<file path="config.mk">
export PLATFORM = sky130hd
export DESIGN_NAME = motor_step_sequencer_flat
export DESIGN_NICKNAME = d
export VERILOG_FILES = /design/src/rtl/motor_step_sequencer_if.sv /design/src/rtl/motor_step_sequencer.sv /design/src/flat_wrapper.sv
export SDC_FILE = /design/constraint.sdc
export NUM_CORES = 1
export LEC_CHECK = 0
export ABC_AREA = 1
export BUFFER_PORTS_ARGS = -buffer_cell sky130_fd_sc_hd__buf_2
export CAP_MARGIN = 20
export CELL_PAD_IN_SITES_DETAIL_PLACEMENT = 0
export CELL_PAD_IN_SITES_GLOBAL_PLACEMENT = 1
export CORE_UTILIZATION = 23
export DETAILED_ROUTE_END_ITERATION = 8
export PLACE_DENSITY = 0.58
export REMOVE_ABC_BUFFERS = 1
export SLEW_MARGIN = 20
export SYNTH_ARGS = -nofsm -noshare
export SYNTH_HDL_FRONTEND = slang
export SYNTH_SLANG_ARGS = --single-unit
</file>
<file path="constraint.sdc">
create_clock -name clk_clk -period 7.7 [get_ports clk_clk]
set_input_delay 0.385 -clock clk_clk [delete_from_list [all_inputs] [get_ports clk_clk]]
set_output_delay 0.385 -clock clk_clk [all_outputs]
set_load 0.005 [all_outputs]
</file>
<file path="src/rtl/motor_step_sequencer_if.sv">
// Command/status bundle between the PIO side (master) and the step sequencer (slave).
interface motor_step_sequencer_if;
  logic [15:0] motora_cmd;
  logic [15:0] motorb_cmd;
  logic [15:0] motorx_cmd;
  logic [15:0] motory_cmd;
  logic        start;
  logic        abort;
  logic [3:0]  step;
  logic [3:0]  dir;
  logic [3:0]  en;
  logic        busy;
  logic        done;
  logic        aborted;
  logic [14:0] remaining;

  modport master (
    output motora_cmd, motorb_cmd, motorx_cmd, motory_cmd, start, abort,
    input  step, dir, en, busy, done, aborted, remaining
  );

  modport slave (
    input  motora_cmd, motorb_cmd, motorx_cmd, motory_cmd, start, abort,
    output step, dir, en, busy, done, aborted, remaining
  );
endinterface

</file>
<file path="src/rtl/motor_step_sequencer.sv">
// Coordinated 4-axis step/direction sequencer. The longest axis sets the major
// step rate; the other axes are interleaved with Bresenham error accumulators.
// Every output is a register; the FSM computes next values combinationally.
module motor_step_sequencer #(
  parameter int STEP_DIV = 50000,
  parameter int PULSE_W  = 50
) (
  input  logic                  clk_clk,
  input  logic                  reset_reset,
  motor_step_sequencer_if.slave bus
);

  localparam logic [15:0] LP_CNT_MAX = 16'(STEP_DIV - 1);
  localparam logic [15:0] LP_PW_LOAD = 16'(PULSE_W - 1);

  typedef enum logic [1:0] {ST_IDLE, ST_LOAD, ST_RUN, ST_DONE} state_t;

  state_t            r_state, w_state_next;
  logic [3:0][14:0]  r_mag, w_mag_next;
  logic [3:0]        r_dirbits, w_dirbits_next;
  logic [14:0]       r_n, w_n_next;
  logic [3:0][15:0]  r_err, w_err_next;
  logic [15:0]       r_cnt, w_cnt_next;
  logic [15:0]       r_pw, w_pw_next;
  logic [3:0]        r_step, w_step_next;
  logic [3:0]        r_dir, w_dir_next;
  logic [3:0]        r_en, w_en_next;
  logic              r_busy, w_busy_next;
  logic              r_done, w_done_next;
  logic              r_aborted, w_aborted_next;
  logic [14:0]       r_rem, w_rem_next;

  logic [3:0][15:0]  w_cmd;
  logic [3:0][15:0]  w_err_sum;
  logic [3:0][15:0]  w_err_wrap;
  logic [3:0]        w_err_hit;
  logic [14:0]       w_n_max;
  logic              w_major;

  assign w_cmd = {bus.motory_cmd, bus.motorx_cmd, bus.motorb_cmd, bus.motora_cmd};

  // Per-axis Bresenham update: add m_i, wrap by N and flag a pulse when it wraps.
  // err stays below N before the add, so the 16-bit sum cannot overflow.
  for (genvar gi = 0; gi < 4; gi++) begin : g_axis
    assign w_err_sum[gi]  = r_err[gi] + {1'b0, r_mag[gi]};
    assign w_err_hit[gi]  = (w_err_sum[gi] >= {1'b0, r_n});
    assign w_err_wrap[gi] = w_err_hit[gi] ? (w_err_sum[gi] - {1'b0, r_n}) : w_err_sum[gi];
  end

  // Longest axis of the latched move; it defines the number of major steps.
  always_comb begin
    w_n_max = r_mag[0];
    for (int i = 1; i < 4; i++) begin
      if (r_mag[i] > w_n_max) w_n_max = r_mag[i];
    end
  end

  assign w_major = (r_state == ST_RUN) && (r_cnt == LP_CNT_MAX) && (r_rem != '0);

  // Next-state and next-output logic; the pulse timer runs in every state.
  always_comb begin
    w_state_next   = r_state;
    w_mag_next     = r_mag;
    w_dirbits_next = r_dirbits;
    w_n_next       = r_n;
    w_err_next     = r_err;
    w_cnt_next     = r_cnt;
    w_pw_next      = r_pw;
    w_step_next    = r_step;
    w_dir_next     = r_dir;
    w_en_next      = r_en;
    w_busy_next    = r_busy;
    w_done_next    = 1'b0;
    w_aborted_next = 1'b0;
    w_rem_next     = r_rem;

    // Step pulses stay high until the width timer has run out.
    if (r_pw != '0) begin
      w_pw_next = r_pw - 16'd1;
    end else begin
      w_step_next = '0;
    end

    if (bus.abort && (r_state == ST_LOAD || r_state == ST_RUN)) begin
      // Abort truncates any pulse in flight and drops the move.
      w_step_next    = '0;
      w_pw_next      = '0;
      w_en_next      = '0;
      w_busy_next    = 1'b0;
      w_aborted_next = 1'b1;
      w_rem_next     = '0;
      w_state_next   = ST_IDLE;
    end else begin
      case (r_state)
        ST_IDLE: begin
          if (bus.start && !bus.abort) begin
            for (int i = 0; i < 4; i++) begin
              w_mag_next[i]     = w_cmd[i][14:0];
              w_dirbits_next[i] = w_cmd[i][15];
            end
            w_state_next = ST_LOAD;
          end
        end
        ST_LOAD: begin
          w_n_next = w_n_max;
          for (int i = 0; i < 4; i++) begin
            w_err_next[i] = {1'b0, w_n_max} >> 1;
            w_en_next[i]  = (r_mag[i] != '0);
          end
          w_dir_next   = r_dirbits;
          w_rem_next   = w_n_max;
          w_busy_next  = 1'b1;
          w_cnt_next   = '0;
          w_state_next = (w_n_max == '0) ? ST_DONE : ST_RUN;
        end
        ST_RUN: begin
          w_cnt_next = (r_cnt == LP_CNT_MAX) ? '0 : r_cnt + 16'd1;
          if (w_major) begin
            w_err_next  = w_err_wrap;
            w_step_next = w_err_hit;
            w_pw_next   = LP_PW_LOAD;
            w_rem_next  = r_rem - 15'd1;
            // A one-cycle pulse ends immediately, so finish on the last step itself.
            if (PULSE_W == 1 && r_rem == 15'd1) w_state_next = ST_DONE;
          end else if (PULSE_W > 1 && r_rem == '0 && r_pw == 16'd1) begin
            // DONE lines up with the final cycle of the last pulse so that done
            // rises on the same edge that ends the pulse.
            w_state_next = ST_DONE;
          end
        end
        ST_DONE: begin
          w_done_next  = 1'b1;
          w_busy_next  = 1'b0;
          w_en_next    = '0;
          w_state_next = ST_IDLE;
        end
        default: w_state_next = ST_IDLE;
      endcase
    end
  end

  // State and datapath registers; reset clears every output at once.
  always_ff @(posedge clk_clk or posedge reset_reset) begin
    if (reset_reset) begin
      r_state   <= ST_IDLE;
      r_mag     <= '0;
      r_dirbits <= '0;
      r_n       <= '0;
      r_err     <= '0;
      r_cnt     <= '0;
      r_pw      <= '0;
      r_step    <= '0;
      r_dir     <= '0;
      r_en      <= '0;
      r_busy    <= 1'b0;
      r_done    <= 1'b0;
      r_aborted <= 1'b0;
      r_rem     <= '0;
    end else begin
      r_state   <= w_state_next;
      r_mag     <= w_mag_next;
      r_dirbits <= w_dirbits_next;
      r_n       <= w_n_next;
      r_err     <= w_err_next;
      r_cnt     <= w_cnt_next;
      r_pw      <= w_pw_next;
      r_step    <= w_step_next;
      r_dir     <= w_dir_next;
      r_en      <= w_en_next;
      r_busy    <= w_busy_next;
      r_done    <= w_done_next;
      r_aborted <= w_aborted_next;
      r_rem     <= w_rem_next;
    end
  end

  assign bus.step      = r_step;
  assign bus.dir       = r_dir;
  assign bus.en        = r_en;
  assign bus.busy      = r_busy;
  assign bus.done      = r_done;
  assign bus.aborted   = r_aborted;
  assign bus.remaining = r_rem;

endmodule

</file>
<file path="src/flat_wrapper.sv">
// flat-port wrapper written by rule: the top's interface ports become plain ports
module motor_step_sequencer_flat 
#(
  parameter int STEP_DIV = 50000,
  parameter int PULSE_W  = 50
)
  (clk_clk, reset_reset, bus_motora_cmd, bus_motorb_cmd, bus_motorx_cmd, bus_motory_cmd, bus_start, bus_abort, bus_step, bus_dir, bus_en, bus_busy, bus_done, bus_aborted, bus_remaining);
  motor_step_sequencer_if bus_i ();
  input  logic clk_clk;
  input  logic reset_reset;
  input wire logic [$bits(bus_i.motora_cmd)-1:0] bus_motora_cmd;
  input wire logic [$bits(bus_i.motorb_cmd)-1:0] bus_motorb_cmd;
  input wire logic [$bits(bus_i.motorx_cmd)-1:0] bus_motorx_cmd;
  input wire logic [$bits(bus_i.motory_cmd)-1:0] bus_motory_cmd;
  input wire logic [$bits(bus_i.start)-1:0] bus_start;
  input wire logic [$bits(bus_i.abort)-1:0] bus_abort;
  output wire logic [$bits(bus_i.step)-1:0] bus_step;
  output wire logic [$bits(bus_i.dir)-1:0] bus_dir;
  output wire logic [$bits(bus_i.en)-1:0] bus_en;
  output wire logic [$bits(bus_i.busy)-1:0] bus_busy;
  output wire logic [$bits(bus_i.done)-1:0] bus_done;
  output wire logic [$bits(bus_i.aborted)-1:0] bus_aborted;
  output wire logic [$bits(bus_i.remaining)-1:0] bus_remaining;
  assign bus_i.motora_cmd = bus_motora_cmd;
  assign bus_i.motorb_cmd = bus_motorb_cmd;
  assign bus_i.motorx_cmd = bus_motorx_cmd;
  assign bus_i.motory_cmd = bus_motory_cmd;
  assign bus_i.start = bus_start;
  assign bus_i.abort = bus_abort;
  assign bus_step = bus_i.step;
  assign bus_dir = bus_i.dir;
  assign bus_en = bus_i.en;
  assign bus_busy = bus_i.busy;
  assign bus_done = bus_i.done;
  assign bus_aborted = bus_i.aborted;
  assign bus_remaining = bus_i.remaining;
  motor_step_sequencer #(.STEP_DIV(STEP_DIV), .PULSE_W(PULSE_W)) u_core (.clk_clk(clk_clk), .reset_reset(reset_reset), .bus(bus_i));
endmodule
</file>
After elaboration in Yosys (flattened, before gate mapping)
Index checks and enable logic that the tools add are counted.
{"block": "word_totals", "regBits": 207, "elab_cells": 109, "inputBits": 68}
{"block": "op_classes", "mux": 35, "reduce_logical": 25, "n_bitwise": 1, "order_cmp": 7, "n_addsub": 11, "eq_ne": 10}
{"op": "two-way mux 16 bit", "count": 9}
{"op": "case mux 64 bit (2 select lines)", "count": 1}
{"op": "two-way mux 15 bit", "count": 5}
{"op": "nonzero test 15 bit", "count": 5}
{"op": "adder 16 x 15 -> 16 bit", "count": 4}
{"op": ">= comparator 16 x 15 -> 1 bit", "count": 4}
{"op": "two-way mux 64 bit", "count": 1}
{"op": "subtractor 16 x 15 -> 16 bit", "count": 4}
{"op": "greater-than comparator 15 bit", "count": 3}
{"op": "case mux 16 bit (2 select lines)", "count": 1}
{"op": "zero test 15 bit", "count": 2}
{"op": "case mux 15 bit (2 select lines)", "count": 1}
{"op": "two-way mux 4 bit", "count": 5}
{"op": "adder 16 x 1 -> 16 bit, second input constant", "count": 1}
{"op": "equality test 16 x 1 -> 1 bit, second input constant", "count": 1}
{"op": "equality test 16 bit, second input constant", "count": 1}
{"op": "nonzero test 16 bit", "count": 1}
{"op": "subtractor 16 x 1 -> 16 bit, second input constant", "count": 1}
{"op": "subtractor 15 x 1 -> 15 bit, second input constant", "count": 1}
{"op": "AND reduction 3 bit", "count": 3}
{"op": "two-way mux 2 bit", "count": 4}
{"op": "case mux 2 bit (4 select lines)", "count": 1}
{"op": "case mux 4 bit (2 select lines)", "count": 1}
{"op": "!= test 3 bit, second input constant", "count": 2}
{"op": "15 further kinds", "count": 27}

Logic depth before layout (Yosys ltp)
Gate-level depths: netlist of the first run.
{"block": "logic_depth", "ltp_word": 10, "depth_mapped": 48, "mapped_depth_nobuf": 44}

Least setup slack after synthesis of the first run
Ideal clock, no wire load.
{"block": "synth_timing", "path_kind": "reg-to-reg", "startpoint": "register u_core.r_mag[5] (netlist bit)", "endpoint": "register u_core.r_state[0]", "path_stages_with_launch": 41, "t_required_ns": 7.627, "path_slack_ns": 2.369, "arrival_time_ns": 5.257, "path_buffers": 5, "setup_ns": 0.073, "period_less_slack_ns": 5.331, "cell_sequence": "dfrtp_1 > inv_1 > ha_1 > nand2_1 > inv_1 > a21oi_1 > nand2_1 > nand2_1 > nand2_2 > nand2_2 > buf_6 > clkbuf_1 > o21ai_0 > ha_1 > nand2_1 > nor2_1 > nand3_1 > nor2_1 > [5 not listed] > clkbuf_1 > nand2_1 > o21ai_0 > inv_1 > ha_1 > nand2_1 > inv_1 > nand2_1 > nor4b_1 > nand4_2 > clkbuf_1 > nand3_1 > nand2_1 > nor2_1 > nand2_1 > nor2_1 > nand2_1 > a21oi_2"}
{"block": "synth_via", "elab_chain_cells": 10}
{"item": "from (decl)", "line_no": "motor_step_sequencer.sv:19", "text": "logic [3:0][14:0] r_mag, w_mag_next;"}
{"item": "from (signal assigned)", "line_no": "motor_step_sequencer.sv:161", "text": "r_mag <= w_mag_next;"}
{"item": "greater-than comparator 15 bit", "line_no": "motor_step_sequencer.sv:54", "text": "if (r_mag[i] > w_n_max) w_n_max = r_mag[i];"}
{"item": "two-way mux 15 bit *", "line_no": "motor_step_sequencer.sv:54"}
{"item": "greater-than comparator 15 bit", "line_no": "motor_step_sequencer.sv:54"}
{"item": "two-way mux 15 bit *", "line_no": "motor_step_sequencer.sv:54"}
{"item": "greater-than comparator 15 bit", "line_no": "motor_step_sequencer.sv:54"}
{"item": "two-way mux 15 bit *", "line_no": "motor_step_sequencer.sv:54"}
{"item": "zero test 15 bit *", "line_no": "motor_step_sequencer.sv:114", "text": "w_state_next = (w_n_max == '0) ? ST_DONE : ST_RUN;"}
{"item": "two-way mux 1 bit *", "line_no": "motor_step_sequencer.sv:114"}
{"item": "case mux 2 bit (4 select lines) *", "line_no": "motor_step_sequencer.sv:94", "text": "case (r_state)"}
{"item": "two-way mux 2 bit *", "line_no": "motor_step_sequencer.sv:84", "text": "if (bus.abort && (r_state == ST_LOAD || r_state == ST_RUN)) begin"}
{"item": "to (signal assigned)", "line_no": "motor_step_sequencer.sv:160", "text": "r_state <= w_state_next;"}
{"item": "to (decl)", "line_no": "motor_step_sequencer.sv:18", "text": "state_t r_state, w_state_next;"}
Mark *: on every way between the ends. The rest lies on a longest branch, timed or not.
A chain may end at the register's enable or synchronous reset.

Worst setup path in the final report of the first run
{"block": "layout_timing", "startpoint": "register u_core.r_mag[29] (netlist bit)", "endpoint": "register u_core.r_err[21] (netlist bit)"}
{"block": "layout_via", "elab_chain_cells": 7, "word_cells_on_any_way": 11, "cone_classes": "1 x add/sub; 4 x order compare; 6 x mux"}
{"item": "greater-than comparator 15 bit", "line_no": "motor_step_sequencer.sv:54"}
{"item": "two-way mux 15 bit", "line_no": "motor_step_sequencer.sv:54"}
{"item": "greater-than comparator 15 bit", "line_no": "motor_step_sequencer.sv:54"}
{"item": "two-way mux 15 bit", "line_no": "motor_step_sequencer.sv:54"}
{"item": "greater-than comparator 15 bit", "line_no": "motor_step_sequencer.sv:54"}
{"item": "two-way mux 15 bit", "line_no": "motor_step_sequencer.sv:54"}
{"item": "case mux 64 bit (2 select lines) *", "line_no": "motor_step_sequencer.sv:94"}
{"item": "to (signal assigned)", "line_no": "motor_step_sequencer.sv:164", "text": "r_err <= w_err_next;"}
{"item": "to (decl)", "line_no": "motor_step_sequencer.sv:22", "text": "logic [3:0][15:0] r_err, w_err_next;"}
Mark *: on every way between the ends. The rest lies on a longest branch, timed or not. The select of a mux whose other input is x is not followed.

==> results of run 1 <==
[cells in the mapped netlist, types with 4 or more instances]
cell type and instances:
fa_1 8, a21o_1 8, nand2_1 336, nand2_2 8, a21oi_1 243, o211ai_1 19, o31ai_1 5, o21ai_0 177
a211oi_1 5, nand3_2 4, buf_1 8, mux2_2 35, a31oi_1 9, dfrtp_1 207, nand3_1 84, xnor2_1 27
clkbuf_1 40, nor4_1 20, inv_1 287, o22ai_1 6, xor2_1 83, ha_1 168, nor2_1 202, o21bai_1 28
o21a_1 5, nand4_1 22, nor3_1 24
[cell families (layout without fill, tap and decap cells)]
group / count (synthesis) / in the layout / synth area share
AO/OA/AOI/OAI: 523 / 523 / 0.179
XOR/XNOR: 110 / 110 / 0.0600
adder cells (fa/ha/maj): 176 / 176 / 0.141
buffers and inverters: 342 / 450 / 0.0815
flip-flops: 207 / 207 / 0.322
multiplexers: 35 / 35 / 0.0245
AND/OR/NAND/NOR: 718 / 718 / 0.192
[through the flow]
step           hold WS [ps]  std cells
6_report               35.5       3150
5_1_grt                22.0       3150
4_1_cts                1.17       3149
3_5_place_dp            458       3096
3_3_place_gp            454       3096
2_1_floorplan           443       2058
[sequential cells by signal, summed over array words and instances (netlist names), 15 cells and up]
signal / flops
u_core.bus.remaining: 15
u_core.r_pw: 16
u_core.r_cnt: 16
u_core.r_mag: 60
u_core.r_n: 15
u_core.r_err: 64
[metal layers]
| layer | wire [microns] | vias to the layer above | share of wire | GRT usage |
|---|---|---|---|---|
| met5 | 0 | - | 0 | 0 |
| met4 | 1780 | 0 | 0.032 | 0.0494 |
| met3 | 2370 | 83 | 0.043 | 0.0238 |
| met2 | 24900 | 267 | 0.45 | 0.254 |
| met1 | 26100 | 6792 | 0.47 | 0.209 |
| li1 | - | 7274 | - | - |
[area by class of cell]
type                       instances  area [sq um]  area share
clock buffer                      33           759      0.0409
timing repair buffer             110           608      0.0327
sequential                       207          5180       0.279
multi-input combinational       1562          9600       0.516
clock inverter                    18           179     0.00963
inverter                         289          1090      0.0588
tap                              931          1160      0.0627
[cell usage in the layout (no fill, tap or decap), types with 5 or more instances in the layout]
cell type   count
buf_2          97
a21o_1          8
nor2_1        200
o31ai_1         5
buf_4          10
nor4_1         20
a21oi_1       243
o21ai_0       175
clkinvlp_4      8
o21a_1          5
a211oi_1        5
ha_1          168
dfrtp_1       207
clkinv_2        5
fa_1            8
clkbuf_16      28
nand3_1        83
mux2_2         35
inv_1         285
xnor2_1        27
nand4_1        22
o21bai_1       28
o211ai_1       19
a31oi_1         9
nor3_1         24
nand2_1       336
xor2_1         83
o22ai_1         6
nand2_2         8
[worst min-delay path by stage]
| stage | startpoint | endpoint | cells after the start |
|---|---|---|---|
| 2_1_floorplan | u_core.r_dirbits[0]$_DFFE_PP0P_ | u_core.bus.dir[0]$_DFFE_PP0P_ | 2 |
| 3_3_place_gp | u_core.bus.dir[0]$_DFFE_PP0P_ | u_core.bus.dir[0]$_DFFE_PP0P_ | 2 |
| 3_5_place_dp | u_core.bus.dir[2]$_DFFE_PP0P_ | u_core.bus.dir[2]$_DFFE_PP0P_ | 2 |
| 4_1_cts | bus_motory_cmd[15] | u_core.r_dirbits[3]$_DFFE_PP0P_ | 2 |
| 5_1_grt | bus_motory_cmd[13] | u_core.r_mag[58]$_DFFE_PP0P_ | 2 |
| 6_report | bus_motory_cmd[15] | u_core.r_dirbits[3]$_DFFE_PP0P_ | 2 |
[timing repair]
| action | CTS | global route |
|---|---|---|
| resized for setup | 0 | 2 |
| endpoints found under the hold margin | 57 | 0 |
| setup endpoints to repair | 0 | 66 |
| hold buffers | 2 | 0 |
| setup buffers | 0 | 0 |
==> metrics.txt, run 1 <==
status=complete, no violations; Post-route DRC=0; dpl hpwl=42.9 mm; placement-stage cell area=17,600 sq um; most used cell, CP=nand2_1; area delta synth->final=15.7%; endpoints failing hold=0; total track usage=0.156; worst r2r path cells=34; setup_tns=0 ps; Reg clk slew, reported paths=60 ps; CTS H-tree lvls=1; crit path max-delay cell type=o21ai_1; register bit total from synthesis=207; Setup crit end kind=flip-flop; vias in the first global route=14,500; CTS Sinks=207; core area=68,800 sq um; CP peak stage delay=540 ps; Via density=4.58; critical path type=reg2reg; max cap viols=0; TritonCTS buffer count=28; final setup violating endpoints=0; drt pass-1 iters=5; Crit Reg-Reg Startpoint=u_core.r_mag[29]$_DFFE_PP0P_; Top FF cell, synth=dfrtp_1; Post-Syn Instances=2,111; ranking of synthesized cells by area=dfrtp_1 (32%), ha_1 (13%), nand2_1 (7.9%); fin crit share=0.907; Mapped Avg Cell Area=7.61 sq um; initial antenna violation count=0; Port-buffer cells=97; Via Count=14,400; Critical path origin=u_core.r_mag[29]$_DFFE_PP0P_; Post-synth EDFFs=0; dpl ws=504 ps; Worst Tran Pin Value=1030 ps; asr flop ratio synth=1.00; final wirelength=55.1 mm; cell area after layout=18,600 sq um; pin count of the biggest net entering global routing=94; DRT iter0 DRCs=733; Root Buffer=clkbuf_16; Critical Path Sink=u_core.r_err[21]$_DFFE_PP0P_; register-to-register setup slack=720 ps; Avg WL per Cell=17.5 microns; Die ar.=70,900 sq um; site row count=96; worst skew pair latency=580 ps; NumNets Final=2,442; remaining antenna violation count=0; Netlist cell types=53; CP Launch Type=flip-flop; fin crit period=6980 ps; Pins Over Slew Limit=0; fill count=7,465; FF-to-FF End=u_core.r_err[21]$_DFFE_PP0P_; RSZ-0062 raised after global routing=false; Post-Route Utilization=0.270; area share of the largest cell type after synthesis=0.322; required time of the critical path=8190 ps; I/O pin total=98; antenna cells=0; Die Span Y=266 microns; GP Congestion=0.860; WP buf/inv=5; Initial Util=0.233; Clock Path Buffers=3; layout cell share with drive strength beyond 1=0.101; first-pass GRT wire length=84.8 mm; CP top delay family=simple AND/OR/NAND/NOR gates; sequential share of the synthesized area=0.322; WP depth=34; Synth Cell Area=16,100 sq um; Chip Width=266 microns; Synth Warn #=0; CP max FO=29; total congestion overflow=0; worst setup margin=718 ps; Max Clk Rate=0.143 GHz; relative slew slack=0.315; CTS tree=done; worst min path class=in2reg; area leader, netlist=dfrtp_1; clk_skew=18.8 ps; Worst Path Arrival=7470 ps
Power of run 1 is not shown: default switching activity piles up to over one toggle a cycle in this logic, so the estimate is an artifact.
==> run 2: changes to the inputs <==
--- a/config.mk
+++ b/config.mk
@@ -12,6 +12,7 @@
 export CELL_PAD_IN_SITES_GLOBAL_PLACEMENT = 1
 export CORE_UTILIZATION = 23
 export DETAILED_ROUTE_END_ITERATION = 8
+export MAX_ROUTING_LAYER = met4
 export PLACE_DENSITY = 0.58
 export REMOVE_ABC_BUFFERS = 1
 export SLEW_MARGIN = 20
==> metrics.txt, run 2 (same netlist as run 1, synthesis figures left out) <==
remaining antenna violation count=0; pin count of the biggest net entering global routing=79; most flop-heavy register=u_core.r_err; Port-buffer cells=97; fin crit period=7010 ps; CTS Sinks=207; Via density=4.60; initial antenna violation count=1; worst min path class=in2reg; relative slew slack=0.296; first-pass GRT wire length=85.1 mm; Worst Path Arrival=7510 ps; Die Span Y=266 microns; Pins Over Slew Limit=0; crit path max-delay cell type=nand4_2; Via Count=14,500; DRT iter0 DRCs=752; register-to-register setup slack=690 ps; most frequent cells in the layout=nand2_1 (336), inv_1 (285), a21oi_1 (243), dfrtp_1 (207), nor2_1 (200); Die ar.=70,900 sq um; fin crit share=0.911; total track usage=0.161; TritonCTS buffer count=28; dpl hpwl=42.9 mm; Max Clk Rate=0.143 GHz; critical path type=reg2reg; max cap viols=0; antenna cells=0; site row count=96; RSZ-0062 raised after global routing=false; top flop regs=u_core.r_err x64, u_core.r_mag x60; Avg WL per Cell=17.5 microns; I/O pin total=98; Initial Util=0.233; most common cell after layout, fill and taps aside=nand2_1; Chip Width=266 microns; endpoints failing hold=0; CP max FO=29; CTS H-tree lvls=1; core area=68,800 sq um; max reg flops=64; Hold Path Depth=2; vias in the first global route=14,400; hold_sp=bus_motorb_cmd[8]; status=complete, no violations; final setup violating endpoints=0; Reg clk slew, reported paths=60 ps; GP Congestion=0.890; setup_tns=0 ps; Setup crit end kind=flip-flop; layout cell share with drive strength beyond 1=0.100; Clock Path Buffers=3; total congestion overflow=0; area delta synth->final=16.1%; clk_skew=18.8 ps; Post-route DRC=0; NumNets Final=2,443; Worst Hold Path EP=u_core.r_mag[23]$_DFFE_PP0P_; worst r2r path cells=36; Root Buffer=clkbuf_16; FF-to-FF End=u_core.r_err[28]$_DFFE_PP0P_; most used cell, CP=nand2_1; drt pass-1 iters=5; Crit Reg-Reg Startpoint=u_core.r_mag[29]$_DFFE_PP0P_; Worst Tran Pin Value=1050 ps; required time of the critical path=8200 ps; CP Launch Type=flip-flop; final wirelength=55.2 mm; CP peak stage delay=520 ps; CTS tree=done; worst skew pair latency=590 ps
==> run 2: worst max path at each step <==
stage / from / end / slack [ps]
after global placement: u_core.r_mag[29]$_DFFE_PP0P_ / u_core.r_err[5]$_DFFE_PP0P_ / 610
after floorplan: reset_reset / u_core.bus.aborted$_DFF_PP0_ / 1660
after CTS: u_core.r_mag[29]$_DFFE_PP0P_ / u_core.r_err[28]$_DFFE_PP0P_ / 500
final: u_core.r_mag[29]$_DFFE_PP0P_ / u_core.r_err[28]$_DFFE_PP0P_ / 690
after detailed placement: u_core.r_mag[29]$_DFFE_PP0P_ / u_core.r_err[28]$_DFFE_PP0P_ / 510
after global routing: u_core.r_mag[29]$_DFFE_PP0P_ / u_core.r_err[28]$_DFFE_PP0P_ / 5
==> run 2: stage by stage <==
step | worst slack (ps) | hold slack, ps | std cells | util | instance area [sq um]
5_1_grt | 4.85 | 4.75 | 3150 | 0.271 | 18600
3_5_place_dp | 513 | 464 | 3096 | 0.256 | 17600
4_1_cts | 504 | 0.184 | 3149 | 0.271 | 18600
6_report | 686 | 31.0 | 3150 | 0.271 | 18600
2_1_floorplan | 1660 | 443 | 2058 | - | 15800
3_3_place_gp | 613 | 455 | 3096 | 0.256 | 17600
==> run 2: critical path, delay by kind of cell, from the launching register on <==
family | cells | cell delay, ps
adders and majority gates | 3 | 960
buffers and inverters | 6 | 690
DFF | 1 | 470
AOI/OAI and AO/OA | 5 | 1310
and+or+nand+nor | 22 | 3470
==> run 2: routing by layer <==
| metal | track usage | part of all wire | vias to the layer above |
|---|---|---|---|
| li1 | - | - | 7274 |
| met1 | 0.216 | 0.48 | 6875 |
| met2 | 0.258 | 0.46 | 277 |
| met3 | 0.0153 | 0.035 | 64 |
| met4 | 0.0395 | 0.024 | 0 |
| met5 | - | 0 | - |
==> run 2: cell type report <==
class / instances / area, sq um
timing repair buffer: 111 / 618
sequential: 207 / 5180
tap: 931 / 1160
fill: 7472 / 50200
clock buffer: 39 / 822
multi-input combinational: 1562 / 9600
inverter: 289 / 1090
clock inverter: 11 / 171
==> run 2: repair_timing <==
action,CTS,global route
hold endpoints to repair,78,0
hold buffers,3,0
setup endpoints to repair,0,64
buffers inserted,0,0
gates resized for setup,0,2
Power of run 2 is left out for the same reason.
